<file path="config.mk">
export PLATFORM = sky130hd
export DESIGN_NAME = lr35902_oam_dma
export DESIGN_NICKNAME = d
export VERILOG_FILES = /design/src/rtl/lr35902_oam_dma_pkg.sv /design/src/rtl/lr35902_oam_dma.sv
export SDC_FILE = /design/constraint.sdc
export NUM_CORES = 1
export LEC_CHECK = 0
export CAP_MARGIN = 30
export CORE_ASPECT_RATIO = 0.5
export CORE_UTILIZATION = 48
export CTS_BUF_LIST = sky130_fd_sc_hd__clkbuf_16
export DETAILED_ROUTE_END_ITERATION = 8
export PLACE_DENSITY = 0.79
export SLEW_MARGIN = 20
export SYNTH_ARGS = -nofsm -noshare
export SYNTH_HDL_FRONTEND = slang
export SYNTH_SLANG_ARGS = --single-unit
</file>
<file path="constraint.sdc">
create_clock -name clk -period 2.9 [get_ports clk]
set_clock_uncertainty 0.05 [all_clocks]
set_input_delay 0.435 -clock clk [delete_from_list [all_inputs] [get_ports clk]]
set_output_delay 0.435 -clock clk [all_outputs]
set_load 0.05 [all_outputs]
</file>
<file path="src/rtl/lr35902_oam_dma_pkg.sv">
`default_nettype none
// ----------------------------------------------------------------------------
// lr35902_oam_dma_pkg : shared constants and state encoding for the OAM DMA
// Rev 1.0
// ----------------------------------------------------------------------------
package lr35902_oam_dma_pkg;

    localparam logic [3:0] DMA_REG_OFS  = 4'h6;
    localparam int         OAM_SIZE     = 160;
    localparam logic [7:0] VRAM_PAGE_LO = 8'h80;
    localparam logic [7:0] VRAM_PAGE_HI = 8'h9F;
    localparam logic [7:0] ECHO_PAGE_LO = 8'hE0;

    typedef enum logic [1:0] {
        IDLE  = 2'd0,
        START = 2'd1,
        XFER  = 2'd2
    } dma_state_t;

endpackage
`default_nettype wire

</file>
<file path="src/rtl/lr35902_oam_dma.sv">
`default_nettype none
// ----------------------------------------------------------------------------
// lr35902_oam_dma : copies one 160-byte page into OAM after a write to 0xFF46
// Rev 1.0
// ----------------------------------------------------------------------------
module lr35902_oam_dma
    import lr35902_oam_dma_pkg::*;
#(
    parameter int NBYTES      = OAM_SIZE,
    parameter int TPB         = 4,
    parameter int START_DELAY = 4
) (
    input  logic        clk,
    input  logic        reset,
    input  logic        reg_write,
    input  logic        reg_read,
    input  logic [7:0]  reg_din,
    output logic [7:0]  reg_dout,
    output logic [15:0] adr_dma_rd,
    output logic        rd_dma,
    input  logic [7:0]  data_dma_in,
    output logic [7:0]  adr_dma_wr,
    output logic        wr_dma,
    output logic [7:0]  data_dma_out,
    output logic        dma_active,
    output logic        dma_drvext
);

    localparam int PH_W  = (TPB > 1) ? $clog2(TPB) : 1;
    localparam int CNT_W = (START_DELAY > 1) ? $clog2(START_DELAY) : 1;

    localparam logic [PH_W-1:0]  PH_LAST  = PH_W'(TPB - 1);
    localparam logic [PH_W-1:0]  PH_LATCH = PH_W'(TPB - 2);
    localparam logic [7:0]       IDX_LAST = 8'(NBYTES - 1);
    localparam logic [CNT_W-1:0] CNT_LOAD = CNT_W'(START_DELAY - 1);

    // Echo RAM (0xE0..0xFF) aliases WRAM, so the page drops bit 5.
    function automatic logic [7:0] map_page(input logic [7:0] page);
        return (page >= ECHO_PAGE_LO) ? (page & 8'hDF) : page;
    endfunction

    function automatic logic is_vram(input logic [7:0] page);
        return (page >= VRAM_PAGE_LO) && (page <= VRAM_PAGE_HI);
    endfunction

    dma_state_t       state, state_n;
    logic [CNT_W-1:0] cnt, cnt_n;
    logic [7:0]       idx, idx_n;
    logic [PH_W-1:0]  ph, ph_n;
    logic [7:0]       src_raw, src_n;
    logic [7:0]       src_map;
    logic             xfer_n;
    logic             unused_read;

    assign unused_read = reg_read;
    assign src_map     = map_page(src_raw);
    assign reg_dout    = src_raw;
    assign dma_drvext  = (state != IDLE) && !is_vram(src_map);
    assign xfer_n      = (state_n == XFER);

    always_comb begin
        state_n = state;
        cnt_n   = cnt;
        idx_n   = idx;
        ph_n    = ph;
        src_n   = src_raw;
        if (reg_write) begin
            // A write in any state (re)starts from scratch with a full delay.
            src_n   = reg_din;
            state_n = START;
            cnt_n   = CNT_LOAD;
            idx_n   = '0;
            ph_n    = '0;
        end else begin
            case (state)
                START: begin
                    if (cnt == '0) begin
                        state_n = XFER;
                        idx_n   = '0;
                        ph_n    = '0;
                    end else begin
                        cnt_n = cnt - CNT_W'(1);
                    end
                end
                XFER: begin
                    if (ph == PH_LAST) begin
                        ph_n = '0;
                        if (idx == IDX_LAST) begin
                            state_n = IDLE;
                        end else begin
                            idx_n = idx + 8'd1;
                        end
                    end else begin
                        ph_n = ph + PH_W'(1);
                    end
                end
                default: ;
            endcase
        end
    end

    // Strobes and addresses are registered from the next-state values so they
    // line up with the state they describe.
    always_ff @(posedge clk) begin
        if (reset) begin
            state        <= IDLE;
            cnt          <= '0;
            idx          <= '0;
            ph           <= '0;
            src_raw      <= 8'h00;
            adr_dma_rd   <= 16'h0000;
            adr_dma_wr   <= 8'h00;
            data_dma_out <= 8'h00;
            rd_dma       <= 1'b0;
            wr_dma       <= 1'b0;
            dma_active   <= 1'b0;
        end else begin
            state      <= state_n;
            cnt        <= cnt_n;
            idx        <= idx_n;
            ph         <= ph_n;
            src_raw    <= src_n;
            dma_active <= (state_n != IDLE);
            rd_dma     <= xfer_n && (ph_n != PH_LAST);
            wr_dma     <= xfer_n && (ph_n == PH_LAST);
            if (xfer_n) begin
                adr_dma_rd <= {src_map, idx_n};
            end
            if (xfer_n && (ph_n == PH_LAST)) begin
                adr_dma_wr <= idx_n;
            end
            if ((state == XFER) && (ph == PH_LATCH)) begin
                data_dma_out <= data_dma_in;
            end
        end
    end

endmodule
`default_nettype wire

</file>
Word-level counts from Yosys, hierarchy flattened
Index checks and enable logic that the tools add are counted.
{"block": "classes", "n_addsub": 3, "n_lt_le_gt_ge": 3, "n_eq_ne": 9, "mux": 18, "reduce_logical": 11}
{"operator": "$mux W8", "n": 4}
{"operator": "$mux W2", "n": 10}
{"operator": "$ge A8 B8 Y1 const B", "n": 2}
{"operator": "$pmux W8 S2", "n": 1}
{"operator": "$eq A2 B2 Y1 const B", "n": 5}
{"operator": "$add A8 B1 Y8 const B", "n": 1}
{"operator": "$eq A8 B8 Y1 const B", "n": 1}
{"operator": "$le A8 B8 Y1 const B", "n": 1}
{"operator": "$pmux W2 S2", "n": 2}
{"operator": "$mux W6", "n": 1}
{"operator": "$reduce_bool A2 Y1", "n": 3}
{"operator": "$logic_and A1 B1 Y1", "n": 5}
{"operator": "$ne A2 B2 Y1 const B", "n": 2}
{"operator": "$add A2 B1 Y2 const B", "n": 1}
{"operator": "$eq A2 B1 Y1 const B", "n": 1}
{"operator": "$logic_not A2 Y1", "n": 1}
{"operator": "$reduce_and A2 Y1", "n": 1}
{"operator": "$sub A2 B1 Y2 const B", "n": 1}
{"operator": "$logic_not A1 Y1", "n": 1}
{"block": "word_totals", "register_bits": 57, "input_bits": 20, "output_inout_bits": 44}

Logic depth before layout (Yosys ltp)
Gate-level depths: netlist of run 1.
{"block": "depth", "ltp_word": 7, "depth_mapped": 11}

Least setup slack after synthesis of run 1
Ideal clock, no wire load.
{"block": "synth_path", "path_type": "register -> register", "start": "register state[1]", "end": "register adr_dma_wr[1]", "arrival_ns": 2.169, "setup_slack_ns": 0.566, "path_stages_with_launch": 10, "path_buffers": 1, "synth_period_minus_slack_ns": 2.334, "cell_sequence": "dfxtp_1 > inv_1 > ha_1 > buf_2 > nand2_1 > nor3_1 > o221ai_1 > nor4_4 > nor2_1 > o22a_2"}
{"block": "synth_via", "elab_chain_cells": 6, "elab_cells_between_ends": 14}
{"item": "from (decl)", "line_no": "lr35902_oam_dma.sv:46", "rtl": "dma_state_t state, state_n;"}
{"item": "from (signal assigned)", "line_no": "lr35902_oam_dma.sv:118", "rtl": "state <= state_n;"}
{"item": "$mux W2", "line_no": "lr35902_oam_dma.sv:88", "rtl": "if (idx == IDX_LAST) begin"}
{"item": "$mux W2", "line_no": "lr35902_oam_dma.sv:86", "rtl": "if (ph == PH_LAST) begin"}
{"item": "$pmux W2 S2", "line_no": "lr35902_oam_dma.sv:75", "rtl": "case (state)"}
{"item": "$mux W2", "line_no": "lr35902_oam_dma.sv:67", "rtl": "if (reg_write) begin"}
{"item": "$eq A2 B2 Y1", "line_no": "lr35902_oam_dma.sv:59", "rtl": "assign xfer_n = (state_n == XFER);"}
{"item": "$logic_and A1 B1 Y1", "line_no": "lr35902_oam_dma.sv:129", "rtl": "if (xfer_n && (ph_n == PH_LAST)) begin"}
{"item": "to (signal assigned)", "line_no": "lr35902_oam_dma.sv:130", "rtl": "adr_dma_wr <= idx_n;"}
{"item": "to (decl)", "line_no": "lr35902_oam_dma.sv:22", "rtl": "output logic [7:0] adr_dma_wr,"}
Several ways; a longest one is shown, not always the timed one.
A chain may end at the register's enable or synchronous reset.

Final worst setup path of run 1
{"block": "layout_path", "start": "register state[0]", "end": "register adr_dma_wr[0]"}
Same word-level chain as after synthesis.

==> results of run 1 <==
## cells by family after synthesis
logic type | synth area share
AOI/OAI and AO/OA | 0.165
xor gates and xnor gates | 0.00359
adders and majority gates | 0.0359
buffers and inverters | 0.0636
DFF | 0.467
muxes | 0.0533
and+or+nand+nor | 0.212
## critical path, stage by stage (launching register included)
cell and delay (ns):
dfxtp_1 0.38, inv_1 0.08, ha_1 0.44, nand2_1 0.25
nor3_1 0.27, o221ai_1 0.24, nor4_4 0.18, buf_4 0.23
mux2i_1 0.23, nor2_1 0.06
## cells in the final DEF, fill, tap and decap left out, drive strengths merged, types with 2 or more instances in the layout
cell type and count:
a21boi 2, a21o 2, a21oi 33, a311oi 2
a31oi 2, and2 2, and3 3, buf 6
bufinv 2, clkbuf 9, clkdlybuf4s50 62, clkinv 3
dfxtp 57, ha 7, inv 9, mux2i 13
nand2 41, nand3 14, nor2 27, nor2b 5
nor3 4, nor3b 2, nor4 2, o21ai 2
o22a 6
## path summary, 6_finish.rpt
path / start / endpoint / cells past startpoint / slack [ns]
max reg2reg: state[0]$_SDFF_PP0_ / adr_dma_wr[0]$_SDFFE_PP0P_ / 9 / 0.36
min reg2reg: data_dma_out[5]$_SDFFE_PP0P_ / data_dma_out[5]$_SDFFE_PP0P_ / 2 / 0.40
min: data_dma_out[5]$_SDFFE_PP0P_ / data_dma_out[5]$_SDFFE_PP0P_ / 2 / 0.40
max: state[0]$_SDFF_PP0_ / adr_dma_wr[0]$_SDFFE_PP0P_ / 9 / 0.36
## layer usage
metal  share of wire  track usage  up-vias  wire (µm)
met4           0.012       0.0657        0         70
met3           0.077        0.104       11        450
met1            0.45        0.279     1016       2600
met2            0.46        0.396       83       2700
met5               0            0        -          0
li1                -            -     1064          -
## cell type report
cell class,instances,area (µm²),area share
tap,66,82.6,0.0244
inverter,8,30.0,0.00888
sequential,57,1140,0.337
clock buffer,9,225,0.0666
multi-input combinational,188,1140,0.338
clock inverter,7,93.8,0.0277
timing repair buffer,68,666,0.197
## flip-flops by register name, summed over array words and instances, names as in the netlist, 2 cells and up
name and flops:
reg_dout 8, ph 2, adr_dma_rd 16, idx 8, state 2, data_dma_out 8, cnt 2, adr_dma_wr 8
## per-stage QoR
stage               cells  instance area, µm²  hold WS, ns  total power [mW]   util
finish                403                3380        0.403              2.12  0.730
global route          403                3380        0.423              2.19  0.730
CTS                   403                3380        0.404              2.13  0.730
detailed placement    387                3060        0.398              1.02  0.661
global placement      387                3060        0.391              1.01  0.661
floorplan             276                2440        0.395             0.957      -
## where the power goes
| part | switching [mW] | internal [mW] |
|---|---|---|
| Clock | 0.362 | 0.750 |
| Combinational | 0.117 | 0.0743 |
| Sequential | 0.0112 | 0.801 |
| Total | 0.490 | 1.62 |
==> impl_metrics.env, run 1 <==
export IMPL_num_fill_cells=346
export IMPL_yosysTopAreaCellShare=0.467
export IMPL_yosysMostFrequentCell="dfxtp_1"
export IMPL_cp_arrival_ns=2.68
export IMPL_firstDrtPassIters=4
export IMPL_synthCells=276
export IMPL_ios=64
export IMPL_synth_seq_cells=57
export IMPL_rsz0062_at_grt="no"
export IMPL_setup_tns_ns=0
export IMPL_yosys_warnings=0
export IMPL_tightest_slew_ns=0.605
export IMPL_place_ws_ns=0.394
export IMPL_finalSetupViolations=0
export IMPL_synth_largest_area_cell="dfxtp_1"
export IMPL_root_buffer="clkbuf_16"
export IMPL_syn_nets=303
export IMPL_detail_route_wl_per_cell_um=14.4
export IMPL_yosysSeqAreaShare=0.467
export IMPL_status="finished, final reports clean"
export IMPL_grt_max_degree=47
export IMPL_period_share=0.875
export IMPL_grt_pass1_vias=2019
export IMPL_fin_ws_ns=0.363
export IMPL_antenna_cells=0
export IMPL_synth_edf_count=0
export IMPL_io_buffers=62
export IMPL_wirelength_um=5820
export IMPL_fp_coreArea_um2=4640
export IMPL_max_freq_mhz=394
export IMPL_end_kind="flip-flop"
export IMPL_gp_congestion=0.817
export IMPL_final_nets=359
export IMPL_ant_nets=0
export IMPL_worstSetupPathType="flip-flop to flip-flop"
export IMPL_overflow=0
export IMPL_synth_common_cells="dfxtp_1, nand2_1, a21oi_1"
export IMPL_track_usage=0.237
export IMPL_crit_fanout=10
export IMPL_hold_path_class="flip-flop to flip-flop"
export IMPL_ir_worst_vdd_mv=0.387
export IMPL_synthesis_area_um2=2440
export IMPL_power_density_nw_per_um2=625
export IMPL_cts_sinks=57
export IMPL_routed_via_density=5.39
export IMPL_cts_hold_buf=0
export IMPL_dieArea_um2=5390
export IMPL_syn_to_final_growth_pct=38.6
export IMPL_clock_latency_ns=0.33
export IMPL_drt_iter0_drc=95
export IMPL_start_kind="flip-flop"
export IMPL_route_detailed_drc=0
export IMPL_maxCapViolCount=0
export IMPL_slew_headroom=0.594
export IMPL_clk_pin_slew_ns=0.05
export IMPL_synthFlopType="dfxtp_1"
export IMPL_ys_top_cells_by_area="dfxtp_1, a21oi_1, nand2_1"
export IMPL_postCtsSetupBuffers=0
export IMPL_dieWidth_um=103
export IMPL_htree_num_levels=3
export IMPL_yosys_cell_types_count=49
export IMPL_row_count=17
export IMPL_cts_tree="built"
export IMPL_min_period_ns=2.54
export IMPL_antenna_found_initial=0
export IMPL_grt_pass1_wl_um=9240
export IMPL_required_ns=3.04
export IMPL_dp_hpwl_um=3970
export IMPL_start_util=0.526
export IMPL_num_vias=2174
export IMPL_clockBufferDepth=2
export IMPL_synth_avg_cell_area_um2=8.84
export IMPL_p_leak_nw=1.25
export IMPL_numCtsBuffers=9
export IMPL_drive_gt1_frac=0.0950
export IMPL_chipHeight_um=52.4
export IMPL_async_flop_share=0
export IMPL_hold_viol=0
export IMPL_cts_resized=0
export IMPL_slew_violations=0
No activity file was read; power rests on OpenSTA's default activity.
==> inputs of run 2 (changes only) <==
--- a/config.mk
+++ b/config.mk
@@ -11,6 +11,7 @@
 export CTS_BUF_LIST = sky130_fd_sc_hd__clkbuf_16
 export DETAILED_ROUTE_END_ITERATION = 8
 export PLACE_DENSITY = 0.79
+export REMOVE_ABC_BUFFERS = 1
 export SLEW_MARGIN = 20
 export SYNTH_ARGS = -nofsm -noshare
 export SYNTH_HDL_FRONTEND = slang
==> run 2 against run 1 <==
Compared with the run above:
- non-clock buffer count is the same
- sequential cell count is the same
- clock-buffer cell count is the same
- die area is the same
- utilization shrank 0.16 points
- sequential power is essentially flat
- largest power group unchanged
- final cell count is the same
- sequential share of layout area grew 0.075 points
- global-route usage shrank 0.097 points
==> impl_metrics.env, run 2 (synthesis results as in run 1) <==
export IMPL_status="finished, final reports clean"
export IMPL_cts_hold_buf=0
export IMPL_cts_resized=0
export IMPL_grt_max_degree=47
export IMPL_tightest_slew_ns=0.668
export IMPL_worst_r2r_cell_count=9
export IMPL_cts_tree="built"
export IMPL_hold_path_end="data_dma_out[4]$_SDFFE_PP0P_"
export IMPL_crit_fanout=10
export IMPL_seq_area_um2=1140
export IMPL_start_util=0.526
export IMPL_drive_gt1_frac=0.0920
export IMPL_gp_congestion=0.847
export IMPL_rsz0062_at_grt="no"
export IMPL_routed_via_density=5.25
export IMPL_overflow=0
export IMPL_syn_to_final_growth_pct=38.3
export IMPL_fin_area_um2=3380
export IMPL_end_kind="flip-flop"
export IMPL_htree_num_levels=3
export IMPL_min_period_ns=2.64
export IMPL_num_vias=2114
export IMPL_grt_pass1_wl_um=9250
export IMPL_numCtsBuffers=9
export IMPL_root_buffer="clkbuf_16"
export IMPL_worstSetupPathType="flip-flop to flip-flop"
export IMPL_track_usage=0.236
export IMPL_holdPathStages=2
export IMPL_crit_path_start="state[1]$_SDFF_PP0_"
export IMPL_clockBufferDepth=2
export IMPL_period_share=0.910
export IMPL_finalSetupViolations=0
export IMPL_setup_tns_ns=0
export IMPL_detail_route_wl_per_cell_um=14.6
export IMPL_final_common_cell="clkdlybuf4s50_1"
export IMPL_route_detailed_drc=0
export IMPL_io_buffers=62
export IMPL_power_density_nw_per_um2=620
export IMPL_grt_busiest_layer="met2"
export IMPL_antenna_cells=0
export IMPL_required_ns=3.06
export IMPL_met3_usage=0.0867
export IMPL_dieWidth_um=103
export IMPL_final_nets=359
export IMPL_cp_arrival_ns=2.80
export IMPL_regToRegSetupSlack_ns=0.26
export IMPL_row_count=17
export IMPL_p_leak_nw=1.25
export IMPL_r2r_start="state[1]$_SDFF_PP0_"
export IMPL_drt_iter0_drc=111
export IMPL_max_freq_mhz=379
export IMPL_ant_nets=0
export IMPL_fp_coreArea_um2=4640
export IMPL_hold_path_class="flip-flop to flip-flop"
export IMPL_dieArea_um2=5390
export IMPL_hold_viol=0
export IMPL_top_register="adr_dma_rd"
export IMPL_use_met1=0.294
export IMPL_slew_headroom=0.552
export IMPL_dp_hpwl_um=4120
export IMPL_chipHeight_um=52.4
export IMPL_met2_usage=0.389
export IMPL_firstDrtPassIters=4
export IMPL_timing_rr_end="adr_dma_wr[4]$_SDFFE_PP0P_"
export IMPL_final_cell_mix="clkdlybuf4s50_1, dfxtp_1, nand2_1"
export IMPL_postCtsSetupBuffers=0
export IMPL_min_from="data_dma_out[4]$_SDFFE_PP0P_"
export IMPL_num_fill_cells=371
export IMPL_ios=64
export IMPL_antenna_found_initial=0
export IMPL_clk_pin_slew_ns=0.05
export IMPL_start_kind="flip-flop"
export IMPL_cts_sinks=57
export IMPL_grt_pass1_vias=1920
export IMPL_maxCapViolCount=0
export IMPL_clock_latency_ns=0.32
export IMPL_slew_violations=0
export IMPL_wirelength_um=5900
export IMPL_multi_input_area_um2=1140
export IMPL_largest_reg_flops=16
export IMPL_ir_worst_vdd_mv=0.479
export IMPL_dpl_instance_area_um2=3060
export IMPL_whs_ns=0.403
## run 2: cell types whose count changed in the layout (fill, tap and decap cells not counted)
| cell | before | now |
|---|---|---|
| clkinv_2 | 1 | 2 |
| clkinvlp_4 | 1 | 0 |
| inv_1 | 8 | 9 |
| inv_6 | 1 | 0 |
## run 2: cell type report
type                       count  area share
inverter                       8     0.00890
tap                           66      0.0245
sequential                    57       0.338
clock buffer                   9      0.0667
timing repair buffer          68       0.197
clock inverter                 7      0.0256
multi-input combinational    188       0.339
## run 2: report_power, final
group / internal, mW / switching, mW / total, mW
sequential: 0.801 / 0.0105 / 0.812
clock: 0.742 / 0.346 / 1.09
combinational: 0.0745 / 0.119 / 0.194
total: 1.62 / 0.476 / 2.09
## run 2: worst max-delay path by stage
stage | endpoint | cells past startpoint
after CTS | adr_dma_wr[7]$_SDFFE_PP0P_ | 9
final | adr_dma_wr[4]$_SDFFE_PP0P_ | 9
after detailed placement | adr_dma_wr[4]$_SDFFE_PP0P_ | 9
after global placement | adr_dma_wr[1]$_SDFFE_PP0P_ | 9
after floorplan | adr_dma_wr[1]$_SDFFE_PP0P_ | 8
after global routing | adr_dma_wr[7]$_SDFFE_PP0P_ | 9
## run 2: worst max-delay path: stages (launching register included)
cell and delay [ns]:
dfxtp_1 0.38, inv_1 0.09, ha_1 0.45, nand2_1 0.26, nor3_1 0.27, o221ai_1 0.28
nor4_4 0.21, buf_4 0.23, nor2_1 0.09, o22a_2 0.23
## run 2: stage by stage
| step | instances | util | power, mW | setup WS [ns] |
|---|---|---|---|---|
| 6_report | 403 | 0.728 | 2.09 | 0.260 |
| 5_1_grt | 403 | 0.728 | 2.17 | 0.0459 |
| 4_1_cts | 403 | 0.728 | 2.11 | 0.285 |
| 3_5_place_dp | 387 | 0.661 | 1.02 | 0.337 |
| 3_3_place_gp | 387 | 0.661 | 1.01 | 0.383 |
| 2_1_floorplan | 253 | - | 0.933 | 0.556 |
## run 2: layer usage
layer	part of all wire	vias to the layer above
met4	0.0083	0
met5	0	-
met2	0.48	49
met1	0.46	997
li1	-	1061
met3	0.048	7
==> inputs of run 3 (changes only) <==
--- a/config.mk
+++ b/config.mk
@@ -5,12 +5,14 @@
 export SDC_FILE = /design/constraint.sdc
 export NUM_CORES = 1
 export LEC_CHECK = 0
+export ABC_CLOCK_PERIOD_IN_PS = 2900
 export CAP_MARGIN = 30
 export CORE_ASPECT_RATIO = 0.5
-export CORE_UTILIZATION = 48
+export CORE_UTILIZATION = 49
 export CTS_BUF_LIST = sky130_fd_sc_hd__clkbuf_16
 export DETAILED_ROUTE_END_ITERATION = 8
-export PLACE_DENSITY = 0.79
+export DONT_BUFFER_PORTS = 1
+export GPL_TIMING_DRIVEN = 0
 export REMOVE_ABC_BUFFERS = 1
 export SLEW_MARGIN = 20
 export SYNTH_ARGS = -nofsm -noshare
==> run 3 against run 2 <==
Compared with the run above:
- clock-buffer cell count unchanged
- register-to-register slack improved by 0.03 ns
- clock power about the same
- combinational power decreased by 57%
- global-route usage decreased by 2.3 points
- largest power group unchanged
- utilization decreased by 13 points
- final area decreased by 18%
- via count decreased by 12%
- non-clock buffer count decreased by 63
- critical endpoint is now adr_dma_wr[7]$_SDFFE_PP0P_
- final cell count decreased by 16%
- sequential cell count unchanged
- highest routed layer unchanged
==> impl_metrics.env, run 3 (synthesis results as in run 1) <==
export IMPL_status="finished, final reports clean"
export IMPL_grt_pass1_vias=1686
export IMPL_wirelength_um=5100
export IMPL_ios=64
export IMPL_power_density_nw_per_um2=734
export IMPL_dieWidth_um=102
export IMPL_antenna_cells=0
export IMPL_tightest_slew_ns=1.07
export IMPL_worstSetupPathType="flip-flop to flip-flop"
export IMPL_dpl_instance_area_um2=2410
export IMPL_maxCapViolCount=0
export IMPL_slew_violations=0
export IMPL_syn_to_final_growth_pct=12.9
export IMPL_antenna_found_initial=0
export IMPL_slew_headroom=0.288
export IMPL_ant_nets=0
export IMPL_root_buffer="clkbuf_16"
export IMPL_cts_sinks=57
export IMPL_dieArea_um2=5290
export IMPL_min_period_ns=2.61
export IMPL_hold_path_class="input port to flip-flop"
export IMPL_dp_hpwl_um=3460
export IMPL_crit_fanout=10
export IMPL_drt_iter0_drc=43
export IMPL_route_detailed_drc=0
export IMPL_r2r_start="state[0]$_SDFF_PP0_"
export IMPL_cts_tree="built"
export IMPL_cp_arrival_ns=2.77
export IMPL_fin_total_pwr_mw=2.02
export IMPL_track_usage=0.213
export IMPL_drive_gt1_frac=0.114
export IMPL_required_ns=3.06
export IMPL_finalSetupViolations=0
export IMPL_fp_coreArea_um2=4590
export IMPL_top_register="adr_dma_rd"
export IMPL_p_leak_nw=1.03
export IMPL_overflow=0
export IMPL_clock_latency_ns=0.32
export IMPL_hold_viol=0
export IMPL_largest_reg_flops=16
export IMPL_final_common_cell="dfxtp_1"
export IMPL_num_vias=1861
export IMPL_grt_max_degree=48
export IMPL_period_share=0.899
export IMPL_routed_via_density=5.49
export IMPL_whs_ns=0.129
export IMPL_numCtsBuffers=9
export IMPL_ir_worst_vdd_mv=0.426
export IMPL_io_buffers=0
export IMPL_final_nets=296
export IMPL_start_util=0.531
export IMPL_max_freq_mhz=384
export IMPL_chipHeight_um=51.9
export IMPL_gp_congestion=0.831
export IMPL_crit_path_start="state[0]$_SDFF_PP0_"
export IMPL_detail_route_wl_per_cell_um=15.1
export IMPL_cts_hold_buf=0
export IMPL_fin_area_um2=2760
export IMPL_start_kind="flip-flop"
export IMPL_grt_pass1_wl_um=8070
export IMPL_clk_pin_slew_ns=0.05
export IMPL_rsz0062_at_grt="no"
export IMPL_htree_num_levels=3
export IMPL_firstDrtPassIters=5
export IMPL_min_from="reset"
export IMPL_final_cell_mix="dfxtp_1, nand2_1, a21oi_1"
export IMPL_clockBufferDepth=2
export IMPL_end_kind="flip-flop"
export IMPL_row_count=17
export IMPL_final_util=0.600
-- run 3: per-layer routing --
metal  global-route usage  vias to the layer above  routed length (µm)  share of wire
met1                0.248                      858                2360           0.46
met4               0.0786                        0                  41         0.0080
met3               0.0995                        6                 389          0.076
li1                     -                      935                   -              -
met5                    0                        -                   0              0
met2                0.346                       62                2320           0.45
-- run 3: final timing paths --
path / endpoint / cells after the start / slack, ns
setup / recovery: adr_dma_wr[7]$_SDFFE_PP0P_ / 9 / 0.29
hold / removal: adr_dma_rd[9]$_SDFFE_PP0N_ / 1 / 0.13
setup reg to reg: adr_dma_wr[7]$_SDFFE_PP0P_ / 9 / 0.29
hold reg to reg: cnt[1]$_SDFFE_PP0P_ / 2 / 0.48
-- run 3: cell type report --
class	instances	area [µm²]
inverters	8	30.0
flip-flops and latches	57	1140
repair buffers	5	42.5
clock inverters	6	83.8
fillers	424	1840
well taps	66	82.6
clock buffers	9	225
multi-input cells	188	1150
-- run 3: worst max-delay path, stage by stage (launching register included) --
cell and delay, ns:
dfxtp_1 0.39, inv_1 0.09, ha_2 0.42, nand2_1 0.22, nor3_1 0.26, o221ai_1 0.30
nor4_4 0.31, buf_4 0.21, mux2i_1 0.19, nor2_1 0.05
-- run 3: timing repair --
item	in CTS	in global routing
pin swaps	1	1
gates resized for setup	0	2
buffers inserted	3	0
setup endpoints to repair	7	10
gates cloned	0	0
-- run 3: where the power goes --
part | total (mW) | switching (mW) | internal (mW)
combinational | 0.0830 | 0.0515 | 0.0315
clock | 1.08 | 0.344 | 0.740
sequential | 0.855 | 0.0543 | 0.801
-- run 3: per-stage QoR --
step                setup TNS, ns  worst slack [ns]  std cells
floorplan                       0             0.556        253
global placement           -0.104           -0.0354        319
detailed placement         -0.151           -0.0535        320
CTS                             0           0.00209        338
global route                    0            0.0109        339
finish                          0             0.294        339
